$ cat src/rtl/roi_pkg.sv
// Shared types and constants for the ROI output stage.
// ROI_OUT_EOL_EN adds a stored end-of-line flag to each FIFO entry.
package roi_pkg;

    localparam int unsigned X_MSB      = 26;
    localparam int unsigned X_LSB      = 16;
    localparam int unsigned Y_MSB      = 9;
    localparam int unsigned Y_LSB      = 0;
    localparam int unsigned X_W        = X_MSB - X_LSB + 1;
    localparam int unsigned Y_W        = Y_MSB - Y_LSB + 1;
    localparam int unsigned WIDTH_DEF  = 800;
    localparam int unsigned HEIGHT_DEF = 600;

    typedef enum logic {
        IDLE   = 1'b0,
        ACTIVE = 1'b1
    } wr_state_t;

    // Marker bits carried alongside each pixel in the FIFO
    typedef struct packed {
        logic sof;
`ifdef ROI_OUT_EOL_EN
        logic eol;
`endif
        logic eof;
    } roi_flags_t;

    localparam int unsigned FLAG_W = $bits(roi_flags_t);

    function automatic logic [X_W-1:0] span_x(input logic [X_W-1:0] a, input logic [X_W-1:0] b);
        return ((a >= b) ? (a - b) : (b - a)) + X_W'(1);
    endfunction

    function automatic logic [Y_W-1:0] span_y(input logic [Y_W-1:0] a, input logic [Y_W-1:0] b);
        return ((a >= b) ? (a - b) : (b - a)) + Y_W'(1);
    endfunction

endpackage

$ cat src/rtl/roi_axis_out_if.sv
// AXI4-Stream master bus presented by the ROI output stage.
interface roi_axis_out_if #(
    parameter int unsigned BIT_DATA = 8
);
    logic [BIT_DATA-1:0] m_tdata_o;
    logic                m_tvalid_o;
    logic                m_tready_i;
    logic                m_tuser_o;
    logic                m_tlast_o;

    modport master (
        output m_tdata_o,
        output m_tvalid_o,
        output m_tuser_o,
        output m_tlast_o,
        input  m_tready_i
    );

    modport slave (
        input  m_tdata_o,
        input  m_tvalid_o,
        input  m_tuser_o,
        input  m_tlast_o,
        output m_tready_i
    );
endinterface

$ cat src/rtl/roi_sync_fifo.sv
// Single-clock first-word-fall-through FIFO with registered full/empty/level.
module roi_sync_fifo #(
    parameter int unsigned DATA_W = 11,
    parameter int unsigned DEPTH  = 64
) (
    input  logic                     clk_i,
    input  logic                     arst_i,
    input  logic                     i_push,
    input  logic [DATA_W-1:0]        i_data,
    input  logic                     i_pop,
    output logic [DATA_W-1:0]        o_data,
    output logic                     o_full,
    output logic                     o_empty,
    output logic [$clog2(DEPTH):0]   o_level
);
    localparam int unsigned AW = $clog2(DEPTH);

    logic [AW:0]       r_wr_ptr;
    logic [AW:0]       r_rd_ptr;
    logic [AW:0]       r_level;
    logic              r_full;
    logic              r_empty;
    logic [AW:0]       w_wr_ptr_n;
    logic [AW:0]       w_rd_ptr_n;
    logic              w_push;
    logic              w_pop;
    logic [DATA_W-1:0] r_mem [DEPTH];

    // A push into a full FIFO is dropped even if a pop happens in the same cycle
    assign w_push     = i_push && !r_full;
    assign w_pop      = i_pop && !r_empty;
    assign w_wr_ptr_n = r_wr_ptr + (AW+1)'(w_push);
    assign w_rd_ptr_n = r_rd_ptr + (AW+1)'(w_pop);

    always_ff @(posedge clk_i or posedge arst_i) begin
        if (arst_i) begin
            r_wr_ptr <= '0;
            r_rd_ptr <= '0;
            r_level  <= '0;
            r_full   <= 1'b0;
            r_empty  <= 1'b1;
        end else begin
            r_wr_ptr <= w_wr_ptr_n;
            r_rd_ptr <= w_rd_ptr_n;
            r_level  <= w_wr_ptr_n - w_rd_ptr_n;
            r_full   <= (w_wr_ptr_n[AW] != w_rd_ptr_n[AW]) &&
                        (w_wr_ptr_n[AW-1:0] == w_rd_ptr_n[AW-1:0]);
            r_empty  <= (w_wr_ptr_n == w_rd_ptr_n);
        end
    end

    always_ff @(posedge clk_i) begin
        if (w_push) begin
            r_mem[r_wr_ptr[AW-1:0]] <= i_data;
        end
    end

    // Head word is forced to zero while empty so the bus idles at 0
    assign o_data  = r_empty ? '0 : r_mem[r_rd_ptr[AW-1:0]];
    assign o_full  = r_full;
    assign o_empty = r_empty;
    assign o_level = r_level;

endmodule

$ cat src/rtl/roi_axis_out.sv
// ROI crop output stage: regenerates SOF/line/frame markers and buffers into AXI4-Stream.
// Define ROI_OUT_EOL_EN to drive m_tlast_o on every line end instead of frame end only.
module roi_axis_out
    import roi_pkg::*;
#(
    parameter int unsigned BIT_DATA  = 8,
    parameter int unsigned BIT_COORD = 32,
    parameter int unsigned WIDTH     = WIDTH_DEF,
    parameter int unsigned HEIGHT    = HEIGHT_DEF,
    parameter int unsigned DEPTH     = 64
) (
    input  logic                     clk_i,
    input  logic                     arst_i,
    input  logic [BIT_DATA-1:0]      s_tdata_i,
    input  logic                     s_tvalid_i,
    input  logic                     s_tlast_i,
    input  logic [BIT_COORD-1:0]     xy_0_i,
    input  logic [BIT_COORD-1:0]     xy_1_i,
    input  logic                     clr_ovf_i,
    roi_axis_out_if.master           m_axis,
    output logic                     overflow_o,
    output logic [$clog2(DEPTH):0]   level_o
);
    localparam int unsigned ENTRY_W = BIT_DATA + FLAG_W;

    logic [X_W-1:0]     w_x0, w_x1, w_geom_w, w_cur_w;
    logic [Y_W-1:0]     w_y0, w_y1, w_geom_h, w_cur_h;
    logic               w_geom_ok;
    logic               w_unused_xy;

    wr_state_t          r_state, w_state_n;
    logic [X_W-1:0]     r_col, w_col_n, r_w, w_w_n;
    logic [Y_W-1:0]     r_row, w_row_n, r_h, w_h_n;
    logic               w_accept, w_eol, w_eof, w_last_col;
    roi_flags_t         w_flags;

    logic               r_stg_vld;
    logic [ENTRY_W-1:0] r_stg_entry;
    logic               r_ovf;

    logic [ENTRY_W-1:0] w_rd_entry;
    roi_flags_t         w_rd_flags;
    logic               w_full, w_empty;

    assign w_x0 = xy_0_i[X_MSB:X_LSB];
    assign w_x1 = xy_1_i[X_MSB:X_LSB];
    assign w_y0 = xy_0_i[Y_MSB:Y_LSB];
    assign w_y1 = xy_1_i[Y_MSB:Y_LSB];
    assign w_unused_xy = ^{xy_0_i[BIT_COORD-1:X_MSB+1], xy_0_i[X_LSB-1:Y_MSB+1],
                           xy_1_i[BIT_COORD-1:X_MSB+1], xy_1_i[X_LSB-1:Y_MSB+1]};

    assign w_geom_w  = span_x(w_x0, w_x1);
    assign w_geom_h  = span_y(w_y0, w_y1);
    assign w_geom_ok = (w_x0 <= X_W'(WIDTH))  && (w_x1 <= X_W'(WIDTH)) &&
                       (w_y0 <= Y_W'(HEIGHT)) && (w_y1 <= Y_W'(HEIGHT));

    // Write-side FSM; in IDLE the live geometry is used since it latches on this pixel
    always_comb begin
        w_state_n  = r_state;
        w_col_n    = r_col;
        w_row_n    = r_row;
        w_w_n      = r_w;
        w_h_n      = r_h;
        w_cur_w    = r_w;
        w_cur_h    = r_h;
        w_accept   = 1'b0;
        w_eol      = 1'b0;
        w_eof      = 1'b0;
        w_last_col = 1'b0;
        w_flags    = '0;

        case (r_state)
            IDLE: begin
                w_cur_w = w_geom_w;
                w_cur_h = w_geom_h;
                if (s_tvalid_i && w_geom_ok) begin
                    w_accept    = 1'b1;
                    w_w_n       = w_geom_w;
                    w_h_n       = w_geom_h;
                    w_flags.sof = 1'b1;
                end
            end
            ACTIVE: begin
                w_accept = s_tvalid_i;
            end
            default: begin
                w_state_n = IDLE;
            end
        endcase

        if (w_accept) begin
            w_last_col = (r_col == w_cur_w - X_W'(1));
            w_eol      = w_last_col || s_tlast_i;
            w_eof      = (w_last_col && (r_row == w_cur_h - Y_W'(1))) || s_tlast_i;
            if (w_eof) begin
                w_col_n   = '0;
                w_row_n   = '0;
                w_state_n = IDLE;
            end else if (w_eol) begin
                w_col_n   = '0;
                w_row_n   = r_row + Y_W'(1);
                w_state_n = ACTIVE;
            end else begin
                w_col_n   = r_col + X_W'(1);
                w_state_n = ACTIVE;
            end
        end

        w_flags.eof = w_eof;
`ifdef ROI_OUT_EOL_EN
        w_flags.eol = w_eol;
`endif
    end

    always_ff @(posedge clk_i or posedge arst_i) begin
        if (arst_i) begin
            r_state     <= IDLE;
            r_col       <= '0;
            r_row       <= '0;
            r_w         <= '0;
            r_h         <= '0;
            r_stg_vld   <= 1'b0;
            r_stg_entry <= '0;
            r_ovf       <= 1'b0;
        end else begin
            r_state   <= w_state_n;
            r_col     <= w_col_n;
            r_row     <= w_row_n;
            r_w       <= w_w_n;
            r_h       <= w_h_n;
            r_stg_vld <= w_accept;
            if (w_accept) begin
                r_stg_entry <= {s_tdata_i, w_flags};
            end
            // Set wins over clear when a drop coincides with clr_ovf_i
            if (r_stg_vld && w_full) begin
                r_ovf <= 1'b1;
            end else if (clr_ovf_i) begin
                r_ovf <= 1'b0;
            end
        end
    end

    roi_sync_fifo #(
        .DATA_W (ENTRY_W),
        .DEPTH  (DEPTH)
    ) u_fifo (
        .clk_i   (clk_i),
        .arst_i  (arst_i),
        .i_push  (r_stg_vld),
        .i_data  (r_stg_entry),
        .i_pop   (m_axis.m_tready_i),
        .o_data  (w_rd_entry),
        .o_full  (w_full),
        .o_empty (w_empty),
        .o_level (level_o)
    );

    assign w_rd_flags        = roi_flags_t'(w_rd_entry[FLAG_W-1:0]);
    assign m_axis.m_tdata_o  = w_rd_entry[ENTRY_W-1:FLAG_W];
    assign m_axis.m_tvalid_o = !w_empty;
    assign m_axis.m_tuser_o  = w_rd_flags.sof;
`ifdef ROI_OUT_EOL_EN
    assign m_axis.m_tlast_o  = w_rd_flags.eol;
`else
    assign m_axis.m_tlast_o  = w_rd_flags.eof;
`endif
    assign overflow_o = r_ovf;

endmodule

$ cat src/flat_wrapper.sv
// flat-port wrapper written by rule: the top's interface ports become plain ports
module roi_axis_out_flat import roi_pkg::*;
#(
    parameter int unsigned BIT_DATA  = 8,
    parameter int unsigned BIT_COORD = 32,
    parameter int unsigned WIDTH     = WIDTH_DEF,
    parameter int unsigned HEIGHT    = HEIGHT_DEF,
    parameter int unsigned DEPTH     = 64
)
  (clk_i, arst_i, s_tdata_i, s_tvalid_i, s_tlast_i, xy_0_i, xy_1_i, clr_ovf_i, overflow_o, level_o, m_axis_m_tdata_o, m_axis_m_tvalid_o, m_axis_m_tuser_o, m_axis_m_tlast_o, m_axis_m_tready_i);
  roi_axis_out_if #(.BIT_DATA(BIT_DATA)) m_axis_i ();
  input  logic clk_i;
  input  logic arst_i;
  input  logic [BIT_DATA-1:0] s_tdata_i;
  input  logic s_tvalid_i;
  input  logic s_tlast_i;
  input  logic [BIT_COORD-1:0] xy_0_i;
  input  logic [BIT_COORD-1:0] xy_1_i;
  input  logic clr_ovf_i;
  output logic overflow_o;
  output logic [$clog2(DEPTH):0] level_o;
  output wire logic [$bits(m_axis_i.m_tdata_o)-1:0] m_axis_m_tdata_o;
  output wire logic [$bits(m_axis_i.m_tvalid_o)-1:0] m_axis_m_tvalid_o;
  output wire logic [$bits(m_axis_i.m_tuser_o)-1:0] m_axis_m_tuser_o;
  output wire logic [$bits(m_axis_i.m_tlast_o)-1:0] m_axis_m_tlast_o;
  input wire logic [$bits(m_axis_i.m_tready_i)-1:0] m_axis_m_tready_i;
  assign m_axis_m_tdata_o = m_axis_i.m_tdata_o;
  assign m_axis_m_tvalid_o = m_axis_i.m_tvalid_o;
  assign m_axis_m_tuser_o = m_axis_i.m_tuser_o;
  assign m_axis_m_tlast_o = m_axis_i.m_tlast_o;
  assign m_axis_i.m_tready_i = m_axis_m_tready_i;
  roi_axis_out #(.BIT_DATA(BIT_DATA), .BIT_COORD(BIT_COORD), .WIDTH(WIDTH), .HEIGHT(HEIGHT), .DEPTH(DEPTH)) u_core (.clk_i(clk_i), .arst_i(arst_i), .s_tdata_i(s_tdata_i), .s_tvalid_i(s_tvalid_i), .s_tlast_i(s_tlast_i), .xy_0_i(xy_0_i), .xy_1_i(xy_1_i), .clr_ovf_i(clr_ovf_i), .m_axis(m_axis_i), .overflow_o(overflow_o), .level_o(level_o));
endmodule
$ cat config.mk
export PLATFORM = sky130hd
export DESIGN_NAME = roi_axis_out_flat
export DESIGN_NICKNAME = d
export VERILOG_FILES = /design/src/rtl/roi_pkg.sv /design/src/rtl/roi_axis_out_if.sv /design/src/rtl/roi_sync_fifo.sv /design/src/rtl/roi_axis_out.sv /design/src/flat_wrapper.sv
export SDC_FILE = /design/constraint.sdc
export NUM_CORES = 1
export LEC_CHECK = 0
export BUFFER_PORTS_ARGS = -buffer_cell sky130_fd_sc_hd__clkbuf_2
export CORE_MARGIN = 4
export CORE_UTILIZATION = 55
export CTS_CLUSTER_SIZE = 14
export DETAILED_ROUTE_END_ITERATION = 7
export PLACE_DENSITY_LB_ADDON = 0.12
export SLEW_MARGIN = 20
export SYNTH_ARGS = -nofsm -noshare
export SYNTH_HDL_FRONTEND = slang
export SYNTH_SLANG_ARGS = --single-unit
$ cat constraint.sdc
create_clock -name clk_i -period 3.1 [get_ports clk_i]
set_input_delay 0.465 -clock clk_i [delete_from_list [all_inputs] [get_ports clk_i]]
set_output_delay 0.465 -clock clk_i [all_outputs]
set_load 0.005 [all_outputs]
== After elaboration in Yosys (flattened, before gate mapping) ==
Memories as Yosys holds them, arrays and structs flattened.
Cells that the tools add are included.
Widths: inputs -> output; s select.
Storage, ports and cells
  register bits: 78
  RAM bits: 640
  input bits: 78
  output and inout bits: 19
  logic and storage cells: 73
  memories kept: 1
Memory list
  u_core.u_fifo.r_mem: words 64, width 10, rd ports 1, clocked after Yosys merged registers in 0, write ports 1, line roi_sync_fifo.sv:27  | logic [DATA_W-1:0] r_mem [DEPTH];
Cells by class
  add/subtract/negate cells: 13
  magnitude comparators: 6
  equality and inequality tests: 5
  muxes and demuxes: 17
  bitwise logic cells: 1
  reductions and logical operators: 17
Operator list (number)
  $mux 10: 5
  $mux 11: 4
  $add 11x1->11 const B: 2
  $le 11x10->1 const B: 2
  $sub 11x11->11: 2
  $add 10x1->10 const B: 2
  $le 10x10->1 const B: 2
  $sub 10x10->10: 2
  $add 7x1->7: 2
  $eq 11x11->1: 1
  $ge 11x11->1: 1
  $sub 11x1->11 const B: 1
  $eq 10x10->1: 1
  $ge 10x10->1: 1
  $sub 10x1->10 const B: 1
  $logic_and 1x1->1: 9
  $eq 7x7->1: 1
  $mux 1: 7
  $sub 7x7->7: 1
  $eq 6x6->1: 1
  $reduce_and 2->1: 2
  $reduce_bool 2->1: 2
  $logic_not 1->1: 2
  $logic_or 1x1->1: 2
  3 further kinds: 3

== Logic depth before layout (Yosys ltp) ==
  depth in word-level cells: 10
  mapped depth: 26
  mapped depth without buffers: 22

== Modules after synthesis ==
A second synthesis with hierarchy kept.
Second synthesis, totals
  cell total of the unflattened synthesis: 2083
  area, all modules: 32640.1 um^2
By module, submodules not included
  roi_sync_fifo: instances 1, cells each 1234, area each 26017.5 um^2, seq. area each 19795.2 um^2
  roi_axis_out: instances 1, cells each 849, area each 6622.6 um^2, seq. area each 1376.3 um^2

== Least setup slack after synthesis ==
Ideal clock, no wire load.
  path type: input to register
  from: input port xy_0_i[21]
  to: register u_core.r_row[1]
  library setup time: 0.082 ns
  arrival: 4.820 ns
  required time: 3.018 ns
  path slack: -1.802 ns
  stages on the path: 25
  buffers on the path: 3
  path through: inv_1 -> ha_1 -> buf_2 -> nand2_4 -> or3_4 -> o21ba_4 -> o21ai_4 -> buf_6 -> nand2_1 -> nand2_1 -> ha_1 -> clkbuf_1 -> xnor2_1 -> a21oi_1 -> nor2_1 -> o21a_1 -> o21ai_0 -> o2111a_1 -> xor2_1 -> xnor2_1 -> nand3_1 -> nor3_1 -> nand4_4 -> or4_1 -> o22ai_1
On the way
  word-level cells in the longest chain between the ends: 10
  elaborated cells between the ends (all ways): 21
  classes of those cells: add/sub (4); order compare (2); eq/ne (1); mux (5); reduce/logical (9)
Ends and longest elaborated chain
  start: declaration: line flat_wrapper.sv:17  | input logic [BIT_COORD-1:0] xy_0_i;
  $sub 11x11->11 / $ge 11x11->1 (equally long branches): line roi_pkg.sv:31  | return ((a >= b) ? (a - b) : (b - a)) + X_W'(1);
  $mux 11: line roi_pkg.sv:31
  $add 11x1->11: line roi_pkg.sv:31
  $mux 11: line roi_axis_out.sv:72  | case (r_state)
  $sub 11x1->11: line roi_axis_out.sv:92  | w_last_col = (r_col == w_cur_w - X_W'(1));
  $eq 11x11->1: line roi_axis_out.sv:92
  $logic_and 1x1->1: line roi_axis_out.sv:94  | w_eof = (w_last_col && (r_row == w_cur_h - Y_W'(1))) || s_tlast_i;
  $logic_or 1x1->1: line roi_axis_out.sv:94
  $reduce_bool 2->1 (no source line)
  $reduce_and 2->1 (no source line)
  end signal: assignment: line roi_axis_out.sv:128  | r_row <= w_row_n;
  end: declaration: line roi_axis_out.sv:33  | logic [Y_W-1:0] r_row, w_row_n, r_h, w_h_n;
Parallel ways exist; a longest one is shown, timed or not.
A chain may end at the register's enable or synchronous reset.

== Worst setup path after layout ==
  from: input port xy_0_i[0]
  to: register u_core.r_row[5]
On the way
  word-level cells in the longest chain between the ends: 10
  elaborated cells between the ends (all ways): 19
  classes of those cells: add/sub (4); order compare (2); eq/ne (1); mux (5); reduce/logical (7)
Ends and longest elaborated chain
  $sub 10x10->10 / $ge 10x10->1 (equally long branches): line roi_pkg.sv:35  | return ((a >= b) ? (a - b) : (b - a)) + Y_W'(1);
  $mux 10: line roi_pkg.sv:35
  $add 10x1->10: line roi_pkg.sv:35
  $mux 10: line roi_axis_out.sv:72
  $sub 10x1->10: line roi_axis_out.sv:94
  $eq 10x10->1: line roi_axis_out.sv:94
  $logic_and 1x1->1: line roi_axis_out.sv:94
  $logic_or 1x1->1: line roi_axis_out.sv:94
  $reduce_bool 2->1 (no source line)
  $reduce_and 2->1 (no source line)
Parallel ways exist; a longest one is shown, timed or not.

==> results.toml <==
[layout]
layout-drive-gt1-share_pct = 39.12
antenna-diode-count = 0
syn2layout_area_growth_pct = 23.88
multiInputGateArea_um2 = 11180
fin_nets = 2502
num-fill-cells = 3830
register_area_um2 = 21200
stdcell_area_um2 = 40030

[yosys]
synth_seq_area_share_pct = 65.52
syn_avg_cell_area_um2 = 16.62
synth_ff_type = "edfxtp_1"
synth_top_area_cell = "edfxtp_1"
synth-seq-cells = 718
syn_nets = 2083
synth_area_leaders = "edfxtp_1, mux4_2, dfrtp_1"
synth_top_cell_area_share_pct = 59.48
yosysWarnings = 0
synth_edf_count = 640
syn_area_um2 = 32310
synthArstFlopShare_pct = 10.86
synth_cell_types = 98
netlist_instances = 1944

[clock_network]
cts_root_buf = "clkbuf_16"
cts_tree = "done"
clk_pin_slew_worst_paths_ns = 0.06
cts_sinks = 718
clock_path_buffers = 3
clk_latency_ns = 0.61
numCtsBuffers = 73
cts-htree-levels = 3

[power]
intPower_mw = 23.36
power.leakage_nw = 14.44
seqPwrFrac_pct = 38.4
combinationalPowerShare_pct = 34.0
vdd_drop_max_mv = 0.8558
pwr-share-clk_pct = 27.6
swShare_pct = 30.51
power.switching_mw = 10.25
power.density_nw_per_um2 = 839.6

[placed_design]
dpl.hpwl_um = 52210
place.gp.congestion = 0.8675
dpl-instance-area_um2 = 36230
io_buffers = 74

[floorplanning]
die_y_um = 250.4
core_area_um2 = 57920
start_util_pct = 55.79
die-area_um2 = 62690
row_count = 88
dieWidth_um = 250.4
io_pins = 97

[sta]
fin_crit_sh_pct = 137.5
hold_viol = 0
worst_slack_ns = -1.163
fmax_ghz = 0.2346
worst_pin_slew_ns = 0.8914
slew_violations = 0
period_needed_ns = 4.263
rsz0062_at_grt = "true"
clock_skew_ns = 0.01838
relSlewSlack_pct = 40.57
setup_viol = 33
tns_ns = -30.25

[worst_hold_path]
hp-start = "clr_ovf_i"
holdPathEnd = "u_core.overflow_o"
hold_path_depth = 2
hp-class = "in2reg"

[global_route]
grt_max_degree = 66
antenna_found_initial = 2
grt_pass1_vias = 19820
grt_use_total_pct = 25.48
grt_overflow_total = 0
grt_pass1_wl_um = 120900

[drt]
drc = 0
dr.pass1.iters = 5
vias = 19300
antenna_left = 0
drt_wl_total_um = 79600
drt_iter0_drc = 1565
wl_per_cell_um = 24.98
routed_via_density = 6.058

[critical_path]
critPathLaunchType = "input pin"
path_cells = "clkbuf_16 -> inv_12 -> ha_4 -> inv_2 -> fa_2 -> nand3_4 -> a211oi_4 -> or2_4 -> buf_6 -> o22ai_4 -> o211ai_1 -> buf_4 -> or4b_4 -> nor2_4 -> xnor2_2 -> a211o_1 -> nor4_4 -> xnor2_1 -> o2111ai_2 -> nor4_2 -> buf_4 -> buf_12 -> o2bb2ai_2 -> a221o_1"
cp-end-kind = "register"
r2r-end = "u_core.r_row[5]"
slowest_stage = "or4b_4"
worst-r2r-setup-slack_ns = -0.14
cp.required_ns = 3.59
crit_arrival_ns = 4.75
reg2reg_depth = 13
rr_startpoint = "u_core.r_state"
path_delay_family = "simple AND/OR/NAND/NOR gates"
cp.buffers_inverters = 7
crit_top_cell = "buf_4"
cpPeakStageDelay_ns = 0.54
critPathMaxFanout = 5
path_class = "in2reg"

[outcome]
violations = "negative setup slack"
status = "finished, violations left"

[run]
maxCapViolCount = 0
[power by group through the flow]
| stage | registers [mW] | logic, mW | clock network [mW] |
|---|---|---|---|
| global route | 13.0 | 12.1 | 9.88 |
| CTS | 12.9 | 11.1 | 9.42 |
| finish | 12.9 | 11.4 | 9.28 |
| detailed placement | 13.1 | 10.4 | 0 |
| floorplan | 12.6 | 6.46 | 0 |
| global placement | 13.0 | 10.3 | 0 |
[timing repair]
action	4_1_cts	5_1_grt
gates cloned	8	3
pin swaps	40	42
gates resized for setup	88	68
endpoints found under the setup margin	33	36
hold endpoints to repair	38	0
hold buffers	1	0
setup buffers	20	11
[cell usage in the layout, fill, tap and decap left out, types with 13 or more instances in the layout]
| master | count |
|---|---|
| ha_1 | 35 |
| clkinv_2 | 15 |
| dfrtp_1 | 63 |
| clkinv_1 | 15 |
| nand2_1 | 115 |
| a21o_1 | 14 |
| xnor2_1 | 41 |
| buf_12 | 21 |
| buf_4 | 314 |
| edfxtp_1 | 640 |
| inv_1 | 72 |
| mux4_2 | 210 |
| nor2b_1 | 22 |
| nor2_1 | 110 |
| nand3_1 | 37 |
| nor3_1 | 17 |
| a21oi_1 | 36 |
| clkbuf_2 | 69 |
| o21ai_0 | 32 |
| ha_4 | 14 |
| nor4_1 | 13 |
| bufinv_16 | 14 |
| buf_6 | 19 |
| xor2_1 | 19 |
| clkbuf_16 | 80 |
[cells in the mapped netlist, types with 20 or more instances]
library cell and count:
mux4_2 210, nand2_1 118, o21ai_0 41, xor2_1 20
clkbuf_1 62, edfxtp_1 640, nor2b_1 23, xnor2_1 47
a21oi_1 42, dfrtp_1 77, nand3_1 39, inv_1 83
ha_1 56, buf_1 21, nor2_1 116
[cell type report]
class	count	share of cell area [%]
inverters	84	0.8596
clock buffers	84	4.773
clock inverters	49	1.625
flip-flops and latches	718	52.96
multi-input cells	1043	27.94
repair buffers	443	9.449
well taps	765	2.391
[sequential cells by signal (all words and copies together) (netlist names)]
name and count:
u_core.r_col 11, u_core.r_row 10, u_core.overflow_o 1, u_core.r_w 11, u_core.u_fifo.o_full 1, u_core.r_state 1, u_core.u_fifo.r_wr_ptr 7, u_core.r_stg_entry 10
u_core.u_fifo.r_rd_ptr 7, u_core.u_fifo.r_mem 640, u_core.u_fifo.o_level 7, u_core.r_stg_vld 1, u_core.r_h 10, u_core.u_fifo.o_empty 1
[metal layers]
metal	global-route usage, %	up-vias	share of wire, %
met3	3.914	115	7.3
met2	42.70	746	50
met1	35.71	9921	40
li1	-	8516	-
met5	0	-	0.020
met4	6.562	2	2.6
[worst reg2reg max path: stages, from the launching register on]
cell	delay (ns)
dfrtp_1	0.43
buf_4	0.19
mux2i_1	0.31
ha_1	0.23
or3b_4	0.40
and4b_1	0.30
xnor2_2	0.08
a211oi_2	0.15
a31oi_1	0.07
nor4_2	0.31
buf_4	0.22
buf_12	0.12
o2bb2ai_2	0.04
a221o_1	0.26
[how the worst max path moves through the flow]
stage               from               to  slack, ns  cells after the start
3_3_place_gp   xy_0_i[0]  u_core.r_row[5]      -1.76                     21
6_report       xy_0_i[0]  u_core.r_row[5]      -1.16                     24
2_1_floorplan  xy_0_i[0]  u_core.r_row[4]      -1.45                     21
4_1_cts        xy_0_i[0]  u_core.r_row[5]      -1.07                     24
3_5_place_dp   xy_0_i[0]  u_core.r_row[3]      -1.92                     25
5_1_grt        xy_0_i[0]  u_core.r_row[5]      -1.34                     24
[per-stage QoR]
step                      worst slack (ns)  instances  util, %  hold WS, ns  power (mW)
final                               -1.163       3186    69.12      0.05368       33.61
after global routing                -1.337       3186    69.12      0.07844       34.98
after CTS                           -1.071       3175    68.29      0.02163       33.41
after detailed placement            -1.916       3014    62.56       0.4702       23.45
after global placement              -1.757       3014    62.56       0.4634       23.26
after floorplan                     -1.447       1944        -       0.4446       19.04
[cell families (layout without fill, tap and decap cells)]
family / count (synthesis) / after routing / share of synthesized area, %
flops: 718 / 718 / 65.52
simple gates: 443 / 444 / 6.916
compound gates: 235 / 235 / 5.297
mux: 232 / 232 / 15.43
buf+inv: 184 / 660 / 2.273
xor+xnor: 71 / 71 / 2.087
fa+ha+maj: 61 / 61 / 2.478
No activity file was read; power rests on OpenSTA's default activity.
